### src/rtl/spike_rr_arbiter_n.sv
// -----------------------------------------------------------------------------
// spike_rr_arbiter_n
// N-input round-robin arbiter that merges valid/ready spike channels onto one
// registered output and tags every packet with its source channel index.
//
// Ports:
//   clk        rising-edge clock
//   rst        synchronous active-high reset
//   in_valid   [N_IN]        per-channel request
//   in_ready   [N_IN]        per-channel accept (one-hot or zero)
//   in_data    [N_IN*WIDTH]  packed payloads, channel i at [i*WIDTH +: WIDTH]
//   out_valid                output register holds a packet
//   out_ready                downstream accept
//   out_data   [WIDTH]       granted payload
//   out_idx    [IDX_W]       source channel of out_data
//   grant_cnt  [N_IN*16]     per-channel saturating grant counters
//                            (present only when SPIKE_ARB_GRANT_CNT_EN is defined)
//
// Optional feature macro: SPIKE_ARB_GRANT_CNT_EN
// -----------------------------------------------------------------------------
module spike_rr_arbiter_n #(
   parameter  int N_IN  = 4,
   parameter  int WIDTH = 32,
   localparam int IDX_W = $clog2(N_IN)
) (
   input  logic                    clk,
   input  logic                    rst,
   input  logic [N_IN-1:0]         in_valid,
   output logic [N_IN-1:0]         in_ready,
   input  logic [N_IN*WIDTH-1:0]   in_data,
   output logic                    out_valid,
   input  logic                    out_ready,
   output logic [WIDTH-1:0]        out_data,
   output logic [IDX_W-1:0]        out_idx
`ifdef SPIKE_ARB_GRANT_CNT_EN
   ,
   output logic [N_IN*16-1:0]      grant_cnt
`endif
);

   logic [IDX_W-1:0] ptr_r;
   logic             out_valid_r;
   logic [WIDTH-1:0] out_data_r;
   logic [IDX_W-1:0] out_idx_r;

   logic             load_s;
   logic             found_s;
   logic             hi_found_s;
   logic [IDX_W-1:0] hi_idx_s;
   logic [IDX_W-1:0] lo_idx_s;
   logic [IDX_W-1:0] win_s;
   logic [WIDTH-1:0] win_data_s;
   logic [N_IN-1:0]  in_ready_s;
   logic             in_hs_s;
   logic [IDX_W-1:0] ptr_next_s;

   // The output register can take a new packet when empty or being drained.
   assign load_s = !out_valid_r || out_ready;

   // Round-robin winner: lowest valid channel at or above ptr, otherwise the
   // lowest valid channel overall (the wrap-around part of the search).
   always_comb begin
      logic hi_sel;
      hi_sel     = 1'b0;
      hi_found_s = 1'b0;
      hi_idx_s   = '0;
      lo_idx_s   = '0;
      for (int i = N_IN - 1; i >= 0; i--) begin
         hi_sel     = in_valid[i] && (IDX_W'(i) >= ptr_r);
         hi_found_s = hi_found_s | hi_sel;
         hi_idx_s   = hi_sel ? IDX_W'(i) : hi_idx_s;
         lo_idx_s   = in_valid[i] ? IDX_W'(i) : lo_idx_s;
      end
      found_s = |in_valid;
      win_s   = hi_found_s ? hi_idx_s : lo_idx_s;
   end

   // Payload mux for the selected channel.
   always_comb begin
      win_data_s = '0;
      for (int i = 0; i < N_IN; i++) begin
         win_data_s = (IDX_W'(i) == win_s) ? in_data[i*WIDTH +: WIDTH] : win_data_s;
      end
   end

   // Accept strobe and next pointer; in_ready is held low during reset.
   always_comb begin
      if (found_s && load_s && !rst) begin
         in_ready_s = N_IN'(1) << win_s;
         in_hs_s    = 1'b1;
      end else begin
         in_ready_s = '0;
         in_hs_s    = 1'b0;
      end
      ptr_next_s = (win_s == IDX_W'(N_IN - 1)) ? '0 : win_s + IDX_W'(1);
   end

   // Output register and priority pointer; pointer moves only on an input handshake.
   always_ff @(posedge clk) begin
      if (rst) begin
         out_valid_r <= 1'b0;
         out_data_r  <= '0;
         out_idx_r   <= '0;
         ptr_r       <= '0;
      end else if (in_hs_s) begin
         out_valid_r <= 1'b1;
         out_data_r  <= win_data_s;
         out_idx_r   <= win_s;
         ptr_r       <= ptr_next_s;
      end else if (out_valid_r && out_ready) begin
         out_valid_r <= 1'b0;
      end
   end

   assign in_ready  = in_ready_s;
   assign out_valid = out_valid_r;
   assign out_data  = out_data_r;
   assign out_idx   = out_idx_r;

`ifdef SPIKE_ARB_GRANT_CNT_EN
   logic [N_IN-1:0][15:0] grant_cnt_r;

   // Per-channel saturating grant counters.
   always_ff @(posedge clk) begin
      for (int i = 0; i < N_IN; i++) begin
         if (rst) begin
            grant_cnt_r[i] <= 16'h0000;
         end else if (in_ready_s[i] && in_valid[i] && (grant_cnt_r[i] != 16'hFFFF)) begin
            grant_cnt_r[i] <= grant_cnt_r[i] + 16'h0001;
         end
      end
   end

   assign grant_cnt = grant_cnt_r;
`endif

endmodule

### config.mk
export PLATFORM = sky130hd
export DESIGN_NAME = spike_rr_arbiter_n
export DESIGN_NICKNAME = d
export VERILOG_FILES = /design/src/rtl/spike_rr_arbiter_n.sv
export SDC_FILE = /design/constraint.sdc
export NUM_CORES = 1
export LEC_CHECK = 0
export CORE_MARGIN = 2
export CORE_UTILIZATION = 36
export DETAILED_ROUTE_END_ITERATION = 10
export PLACE_DENSITY_LB_ADDON = 0.3
export SYNTH_ARGS = -nofsm -noshare
export SYNTH_HDL_FRONTEND = slang
export SYNTH_SLANG_ARGS = --single-unit
### constraint.sdc
create_clock -name clk -period 3.5 [get_ports clk]
set_clock_uncertainty 0.1 [all_clocks]
set_input_delay 0.875 -clock clk [delete_from_list [all_inputs] [get_ports clk]]
set_output_delay 0.875 -clock clk [all_outputs]
set_load 0.02 [all_outputs]
==> flow_summary.ini, run 1 <==
[placement]
dp_hpwl_um = 6440
gp_congestion = 0.924
port_buffers = 173

[worst_setup_path]
critical_path_depth = 8
slowest_stage = clkdlybuf4s50_1
worst-r2r-setup-slack_ns = 0.84
critPathLaunch = in_valid[3]
worstReg2RegStart = ptr_r[1]
arrival_ns = 2.45
path_buf_inv = 3
crit_end = in_ready[3]
crit_type = in -> out
reg2reg_to = out_data[22]
cp_top_family = buffers and inverters
required_ns = 2.52
worstPathMaxFanout = 4
cp_common_cell = buf_4
startpoint_type = input port
worstPathCellList = clkdlybuf4s50_1 > nor2b_2 > nor3b_2 > o22a_2 > buf_4 > ha_2 > and2_1 > buf_4
cpPeakStageDelay_ns = 0.58
ff2ff_path_depth = 10
worstSetupEndpointType = output port

[synthesis]
synth_fp_nets = 439
synthXorXnorAreaFrac = 0
syn-cell-area_um2 = 2490
synth_compound_area_frac = 0.507
synth_adder_area_share = 0.0201
yosysSeqAreaShare = 0.297
synth_top_family_by_area = compound AO/OA/AOI/OAI gates
synth_cell_types = 29
yosysTopAreaCell = dfxtp_1
synth_top_area_share = 0.297
netlist_instances = 300
ys_seq_elements = 37
synth.mux.area_fraction = 0
synthSimpleGateAreaFrac = 0.0597
synth_area_per_cell_um2 = 8.31
yosysWarnings = 0
synth.area.top_cells = dfxtp_1 30%, a21oi_2 17%, a221oi_1 11%

[grt]
grt_pass1_wl_um = 14000
overflow = 0
grt_pass1_vias = 2881
antenna_found_initial = 0
grt_max_degree = 65
grt_usage = 0.233

[final_layout]
final_util = 0.668
antennaDiodeCount = 0
synthToLayoutAreaGrowth_pct = 81.2
nets = 609
drive_gt1_frac = 0.217

[sta]
rsz0062_at_grt = false
hold_viol = 0
whs_ns = 0.374
worst_slew_pin_slew_ns = 0.807
min_period_ns = 3.42
setup_viol = 0
timing.fmax_ghz = 0.292
relSlewSlack = 0.462
post-route-period-util = 0.978
final_max_slew_viol_count = 0

[cts]
root_buffer = clkbuf_8
tritoncts = built
numCtsBuffers = 5
clk_pin_slew_ns = 0.07
h-tree-depth = 2
cts_max_path_buffers = 2
cts.sinks = 37
postCtsHoldBufs = 0
worstSkewPairLatency_ns = 0.28

[route]
wl_per_cell_um = 16.5
antenna_left = 0
wirelength_um = 9090
drc = 0
drt_iter0_markers = 115
drt-vias-per-instance = 5.36
first_pass_iters = 5
vias = 2956

[floorplan]
die_h_um = 87.2
core-area_um2 = 6760
rows = 30
die_area_um2 = 7600
start_util = 0.369
dieWidth_um = 87.2
io_pins = 174

[power_and_ir_drop]
switching_share = 0.373
p_per_area_nw_per_um2 = 447
power.leakage_nw = 1.82
ir_worst_vdd_uv = 213
p_seq_frac = 0.272
power_frac_comb = 0.566
p_switching_mw = 0.752
p_int_mw = 1.27
power.share.clock = 0.162

[min_path]
hold_path_class = reg -> reg

[job]
maxCapViolCount = 0

[outcome]
status = completed
## metal layers
metal / vias up / routed length (um) / track usage
li1: 1452 / - / -
met3: 6 / 737 / 0.0597
met1: 1375 / 3700 / 0.272
met2: 123 / 4560 / 0.426
met4: 0 / 89 / 0.0531
met5: - / 0 / 0
## stage by stage
step	cells	power, mW	worst slack [ns]	area, um^2	setup TNS (ns)
floorplan	300	1.20	0.0758	2490	0
global placement	541	1.65	-0.460	4340	-2.82
detailed placement	541	1.68	-0.524	4340	-6.10
CTS	552	2.04	0.0109	4510	0
global route	551	2.15	0.00221	4520	0
finish	551	2.02	0.0766	4520	0
## tightest hold or removal path, cell delays in order, from the launching register on
cell     delay, ns
dfxtp_1       0.31
nand3_1       0.06
o21ai_1       0.06
## cells in the final DEF (no fill, tap or decap), drive strengths merged
master	Yosys	routed
nand2	3	3
dfxtp	37	37
clkbuf	17	7
nor3	2	2
a211o	31	31
nor4	1	1
a21boi	1	1
and2	4	4
nand3	3	3
o21ai	3	3
a211oi	1	1
clkinv	1	2
clkdlybuf4s50	0	166
a221oi	32	32
a21oi	96	96
o32ai	1	1
o22a	1	1
inv	34	34
ha	4	4
nor3b	1	1
dlygate4sd2	0	1
or3	1	1
nor2b	7	7
nor2	4	4
buf	15	26
dlymetal6s2s	0	2
## cells by family after synthesis
logic type                 Yosys count
adders and majority gates            4
DFF                                 37
and+or+nand+nor                     26
buffers and inverters               67
AOI/OAI and AO/OA                  166
## cell usage after synthesis
cell	instances
buf_2	9
nor2b_1	6
nand2_1	3
a21oi_1	47
o21ai_0	1
buf_1	2
a21boi_0	1
nor3b_1	1
o32ai_1	1
or3_1	1
buf_4	1
inv_1	34
ha_1	4
clkbuf_1	17
nor4_2	1
a211oi_1	1
and2_1	4
nor2b_2	1
dfxtp_1	37
o21ai_1	2
a221oi_1	32
a211o_1	31
buf_6	3
o22a_1	1
nor3_1	2
clkinv_1	1
a21oi_2	49
nand3_1	3
nor2_1	4
## flip-flops by register name, indices dropped and copies added (netlist names)
name and flops:
out_data 32, out_idx 2, ptr_r 2, out_valid 1
## power groups by stage
stage               Combinational, mW  Clock (mW)  Sequential [mW]
finish                           1.14       0.327            0.549
global route                     1.23       0.365            0.559
CTS                              1.15       0.341            0.548
detailed placement               1.12           0            0.555
global placement                 1.10           0            0.552
floorplan                       0.546           0            0.651
## what timing repair did
item                                    4_1_cts  5_1_grt
gates cloned                                  0        0
endpoints found under the setup margin        4       13
pin swaps                                     5        1
setup buffers                                 3        0
resized for setup                            36        5
## worst min path at each step
stage	start	end	slack, ns	cells after the start
floorplan	ptr_r[1]	ptr_r[1]	0.37	2
detailed placement	out_idx[1]	out_idx[1]	0.36	2
global route	out_idx[1]	out_idx[1]	0.39	2
CTS	out_idx[1]	out_idx[1]	0.38	2
global placement	out_idx[0]	out_idx[0]	0.35	2
finish	out_idx[1]	out_idx[1]	0.37	2
## area by class of cell
class	count	area (um^2)
clock inverters	1	5.00
fillers	573	2240
flip-flops and latches	37	741
clock buffers	7	96.3
well taps	80	100
multi-input cells	196	1530
inverters	35	131
repair buffers	195	1910
(Power assumes the default switching activity.)
==> run 2: changes to the inputs <==
PLACE_DENSITY = 0.79   (was unset)
PLACE_DENSITY_LB_ADDON = unset   (was 0.3)
==> flow_summary.ini, run 2 (synthesis gave the netlist of run 1 again) <==
[outcome]
status = completed

[grt]
overflow = 0
antenna_found_initial = 0
grt_pass1_vias = 2820
grt_max_degree = 65
grt_usage = 0.221
grt_pass1_wl_um = 13300

[worst_setup_path]
cp_common_cell = buf_4
worst-r2r-setup-slack_ns = 0.97
cpPeakStageDelay_ns = 0.47
worstReg2RegStart = ptr_r[0]
worstPathCellList = clkdlybuf4s50_1 > nor2b_2 > a21boi_2 > o32ai_2 > buf_4 > buf_4 > ha_2 > and2_1 > buf_6
critPathLaunch = in_valid[2]
startpoint_type = input port
worstPathMaxFanout = 3
slowest_stage = clkdlybuf4s50_1
ff2ff_path_depth = 11
worstSetupEndpointType = output port
required_ns = 2.52
crit_type = in -> out
arrival_ns = 2.50
reg2reg_to = out_data[12]
crit_end = in_ready[0]

[route]
vias = 2958
drt-vias-per-instance = 5.37
wl_per_cell_um = 15.7
wirelength_um = 8670
drt_iter0_markers = 88
first_pass_iters = 5
antenna_left = 0
drc = 0

[final_layout]
final_cell_mix = 168 x clkdlybuf4s50_1, 49 x a21oi_2, 47 x a21oi_1, 37 x dfxtp_1
fin_cells = 551
post-route-cell-area_um2 = 4520
final_util = 0.669
largest_reg_flops = 32
drive_gt1_frac = 0.208
antennaDiodeCount = 0
multi_input_area_um2 = 1520
synthToLayoutAreaGrowth_pct = 81.3
fillers = 586
regArea_um2 = 741
nets = 610
final_common_cell = clkdlybuf4s50_1

[sta]
timing.fmax_ghz = 0.288
layout_setup_ws_ns = 0.0257
min_period_ns = 3.47
hold_viol = 0
setup_viol = 0
worst_slew_pin_slew_ns = 0.805
final_max_slew_viol_count = 0
post-route-period-util = 0.993
relSlewSlack = 0.464
rsz0062_at_grt = true

[cts]
postCtsHoldBufs = 0
tritoncts = built
cts_max_path_buffers = 2
worstSkewPairLatency_ns = 0.28
h-tree-depth = 2
numCtsBuffers = 5
clk_pin_slew_ns = 0.06
cts.sinks = 37
root_buffer = clkbuf_8

[power_and_ir_drop]
p_int_mw = 1.25
power.share.clock = 0.150
power_frac_comb = 0.573
p_per_area_nw_per_um2 = 440
ir_worst_vdd_uv = 192
power.leakage_nw = 1.81
switching_share = 0.371
p_seq_frac = 0.277
p_switching_mw = 0.738

[floorplan]
start_util = 0.369
core-area_um2 = 6760
die_h_um = 87.2
io_pins = 174
die_area_um2 = 7600
dieWidth_um = 87.2
rows = 30

[placement]
gp_congestion = 0.837
place_ws_ns = -0.473
post_dp_cell_area_um2 = 4370
numPlacedInstances = 542
dp_hpwl_um = 6370
port_buffers = 173

[min_path]
hold_path_class = reg -> reg
min_path_cells = 2

[job]
maxCapViolCount = 0
==> run 2: cell types whose count changed in the layout (fill, tap and decap cells not counted), sizes merged <==
| cell | delta |
|---|---|
| clkdlybuf4s50 | +2 |
| buf | +1 |
| clkinv | -1 |
| dlymetal6s2s | -2 |
==> run 2: worst max-delay path: cells and delay by family <==
family	cells	cell delay, ns
compound gates	2	0.26
simple gates	2	0.30
buf+inv	4	0.88
fa+ha+maj	1	0.18
==> run 2: through the flow <==
step                      TNS, ns  total power [mW]  hold WS, ns
final                           0              1.99        0.388
after global routing      -0.0457              2.12        0.409
after CTS                       0              2.00        0.379
after detailed placement    -4.14              1.68        0.366
after global placement      -3.15              1.66        0.363
after floorplan                 0              1.20        0.366
==> run 2: worst min path at each step <==
stage / start / to / slack [ns]
final: out_idx[0] / out_idx[0] / 0.39
after global placement: out_idx[1] / out_idx[1] / 0.36
after CTS: out_idx[0] / out_idx[0] / 0.38
after detailed placement: out_idx[0] / out_idx[0] / 0.37
after global routing: out_idx[0] / out_idx[0] / 0.41
after floorplan: ptr_r[1] / ptr_r[1] / 0.37
==> run 2: cell type report <==
| type | count | area share |
|---|---|---|
| flip-flops and latches | 37 | 0.164 |
| well taps | 80 | 0.0222 |
| inverters | 35 | 0.0296 |
| repair buffers | 196 | 0.429 |
| multi-input cells | 196 | 0.336 |
| clock buffers | 7 | 0.0191 |
==> run 2: power groups by stage <==
stage          clock network (mW)  registers [mW]  logic, mW
2_1_floorplan                   0           0.651      0.546
3_3_place_gp                    0           0.554       1.11
3_5_place_dp                    0           0.558       1.12
4_1_cts                     0.309           0.551       1.14
5_1_grt                     0.334           0.561       1.22
6_report                    0.299           0.551       1.14
==> run 2: per-layer routing <==
metal | routed length [um] | GRT usage | vias up
li1 | - | - | 1452
met2 | 4400 | 0.402 | 109
met1 | 3500 | 0.254 | 1382
met5 | 0 | 0 | -
met4 | 165 | 0.0657 | 0
met3 | 606 | 0.0559 | 15
==> run 2: what timing repair did <==
| item | 4_1_cts | 5_1_grt |
|---|---|---|
| setup buffers | 2 | 0 |
| cloned | 0 | 0 |
| resized for setup | 31 | 6 |
| setup endpoints to repair | 4 | 4 |
| hold endpoints to repair | 0 | 0 |
| pin swaps | 4 | 0 |
==> run 3: changes to the inputs <==
CORE_ASPECT_RATIO = 0.9   (was unset)
==> flow_summary.ini, run 3 (synthesis gave the netlist of run 1 again) <==
[worst_setup_path]
worstSetupEndpointType = output port
cpPeakStageDelay_ns = 0.27
crit_type = in -> out
startpoint_type = input port
worstPathCellList = dlygate4sd2_1 > nor2b_1 > a21boi_2 > o32ai_2 > buf_4 > inv_1 > ha_2 > and2_1 > buf_4
slowest_stage = o32ai_2
worstPathMaxFanout = 4
cp_common_cell = buf_4
required_ns = 2.52
arrival_ns = 2.41

[placement]
port_buffers = 173
gp_congestion = 0.799
numPlacedInstances = 549
dp_hpwl_um = 6590
post_dp_cell_area_um2 = 4340
place_ws_ns = -0.498

[final_layout]
largest_reg_flops = 32
nets = 606
post-route-cell-area_um2 = 4460
final_cell_mix = 165 x clkdlybuf4s50_1, 49 x a21oi_2, 47 x a21oi_1, 37 x dfxtp_1, 33 x inv_1
final_util = 0.670
drive_gt1_frac = 0.190
synthToLayoutAreaGrowth_pct = 78.8
final_common_cell = clkdlybuf4s50_1
fin_cells = 558
antennaDiodeCount = 0

[floorplan]
rows = 28
io_pins = 174
core-area_um2 = 6660
die_area_um2 = 7610
start_util = 0.374
dieWidth_um = 91.7
die_h_um = 82.9

[sta]
post-route-period-util = 0.966
rsz0062_at_grt = false
whs_ns = 0.376
layout_setup_ws_ns = 0.120
timing.fmax_ghz = 0.296
fin_setup_tns_ns = 0
worst_slew_pin_slew_ns = 0.801
setup_viol = 0
min_period_ns = 3.38
hold_viol = 0
final_max_slew_viol_count = 0
relSlewSlack = 0.466

[grt]
grt_usage = 0.228
grt_pass1_vias = 2949
grt_pass1_wl_um = 14100
antenna_found_initial = 0
overflow = 0
grt_max_degree = 65

[route]
drc = 0
drt_iter0_markers = 118
wirelength_um = 9080
wl_per_cell_um = 16.3
first_pass_iters = 4
drt-vias-per-instance = 5.32
antenna_left = 0
vias = 2967

[cts]
cts.sinks = 37
postCtsHoldBufs = 0
worstSkewPairLatency_ns = 0.29
root_buffer = clkbuf_8
clk_pin_slew_ns = 0.07
tritoncts = built
h-tree-depth = 2
numCtsBuffers = 5
cts_max_path_buffers = 2

[power_and_ir_drop]
total_power_mw = 2.05
power.leakage_nw = 1.80
ir_worst_vdd_uv = 225
p_per_area_nw_per_um2 = 459

[min_path]
hold_path_class = reg -> reg

[job]
maxCapViolCount = 0

[outcome]
status = completed
## run 3: cell count changes in the layout (fill, tap and decap cells not counted), moves of 2 or more
cell | before | now
buf_6 | 3 | 0
clkdlybuf4s50_1 | 168 | 165
buf_12 | 3 | 1
buf_2 | 1 | 3
dlygate4sd2_1 | 1 | 3
nor2b_1 | 3 | 5
## run 3: critical path: cells and delay by family
family	cells	cell delay [ns]
AO/OA/AOI/OAI	2	0.42
buffers and inverters	4	0.64
AND/OR/NAND/NOR	2	0.28
adder cells (fa/ha/maj)	1	0.17
## run 3: metal layers
| metal | up-vias | global-route usage | share of wire |
|---|---|---|---|
| met4 | 0 | 0.0814 | 0.021 |
| met2 | 121 | 0.400 | 0.48 |
| met5 | - | 0 | 0 |
| met1 | 1379 | 0.263 | 0.41 |
| met3 | 17 | 0.0653 | 0.084 |
| li1 | 1450 | - | - |
## run 3: layout make-up
type                       count  area (um^2)
tap                           90          113
sequential                    37          741
multi-input combinational    196         1490
fill                         550         2200
timing repair buffer         192         1870
clock inverter                 1         30.0
inverter                      35          131
clock buffer                   7         86.3
## run 3: report_power, final
| group | switching [mW] | internal (mW) | total, mW |
|---|---|---|---|
| Combinational | 0.545 | 0.562 | 1.11 |
| Clock | 0.156 | 0.232 | 0.389 |
| Sequential | 0.0448 | 0.505 | 0.549 |
| Total | 0.746 | 1.30 | 2.05 |
## run 3: path summary, 6_finish.rpt
| kind | slack (ns) | depth (start not counted) | from | end |
|---|---|---|---|---|
| setup / recovery | 0.12 | 9 | in_valid[2] | in_ready[3] |
| hold / removal | 0.38 | 2 | out_idx[0] | out_idx[0] |
| setup reg to reg | 0.92 | 10 | ptr_r[1] | out_data[23] |
| hold reg to reg | 0.38 | 2 | out_idx[0] | out_idx[0] |
## run 3: timing repair
action                     in CTS  in global routing
resized for setup              22                  4
setup endpoints to repair       4                  4
setup buffers                   1                  0
pin swaps                       3                  1
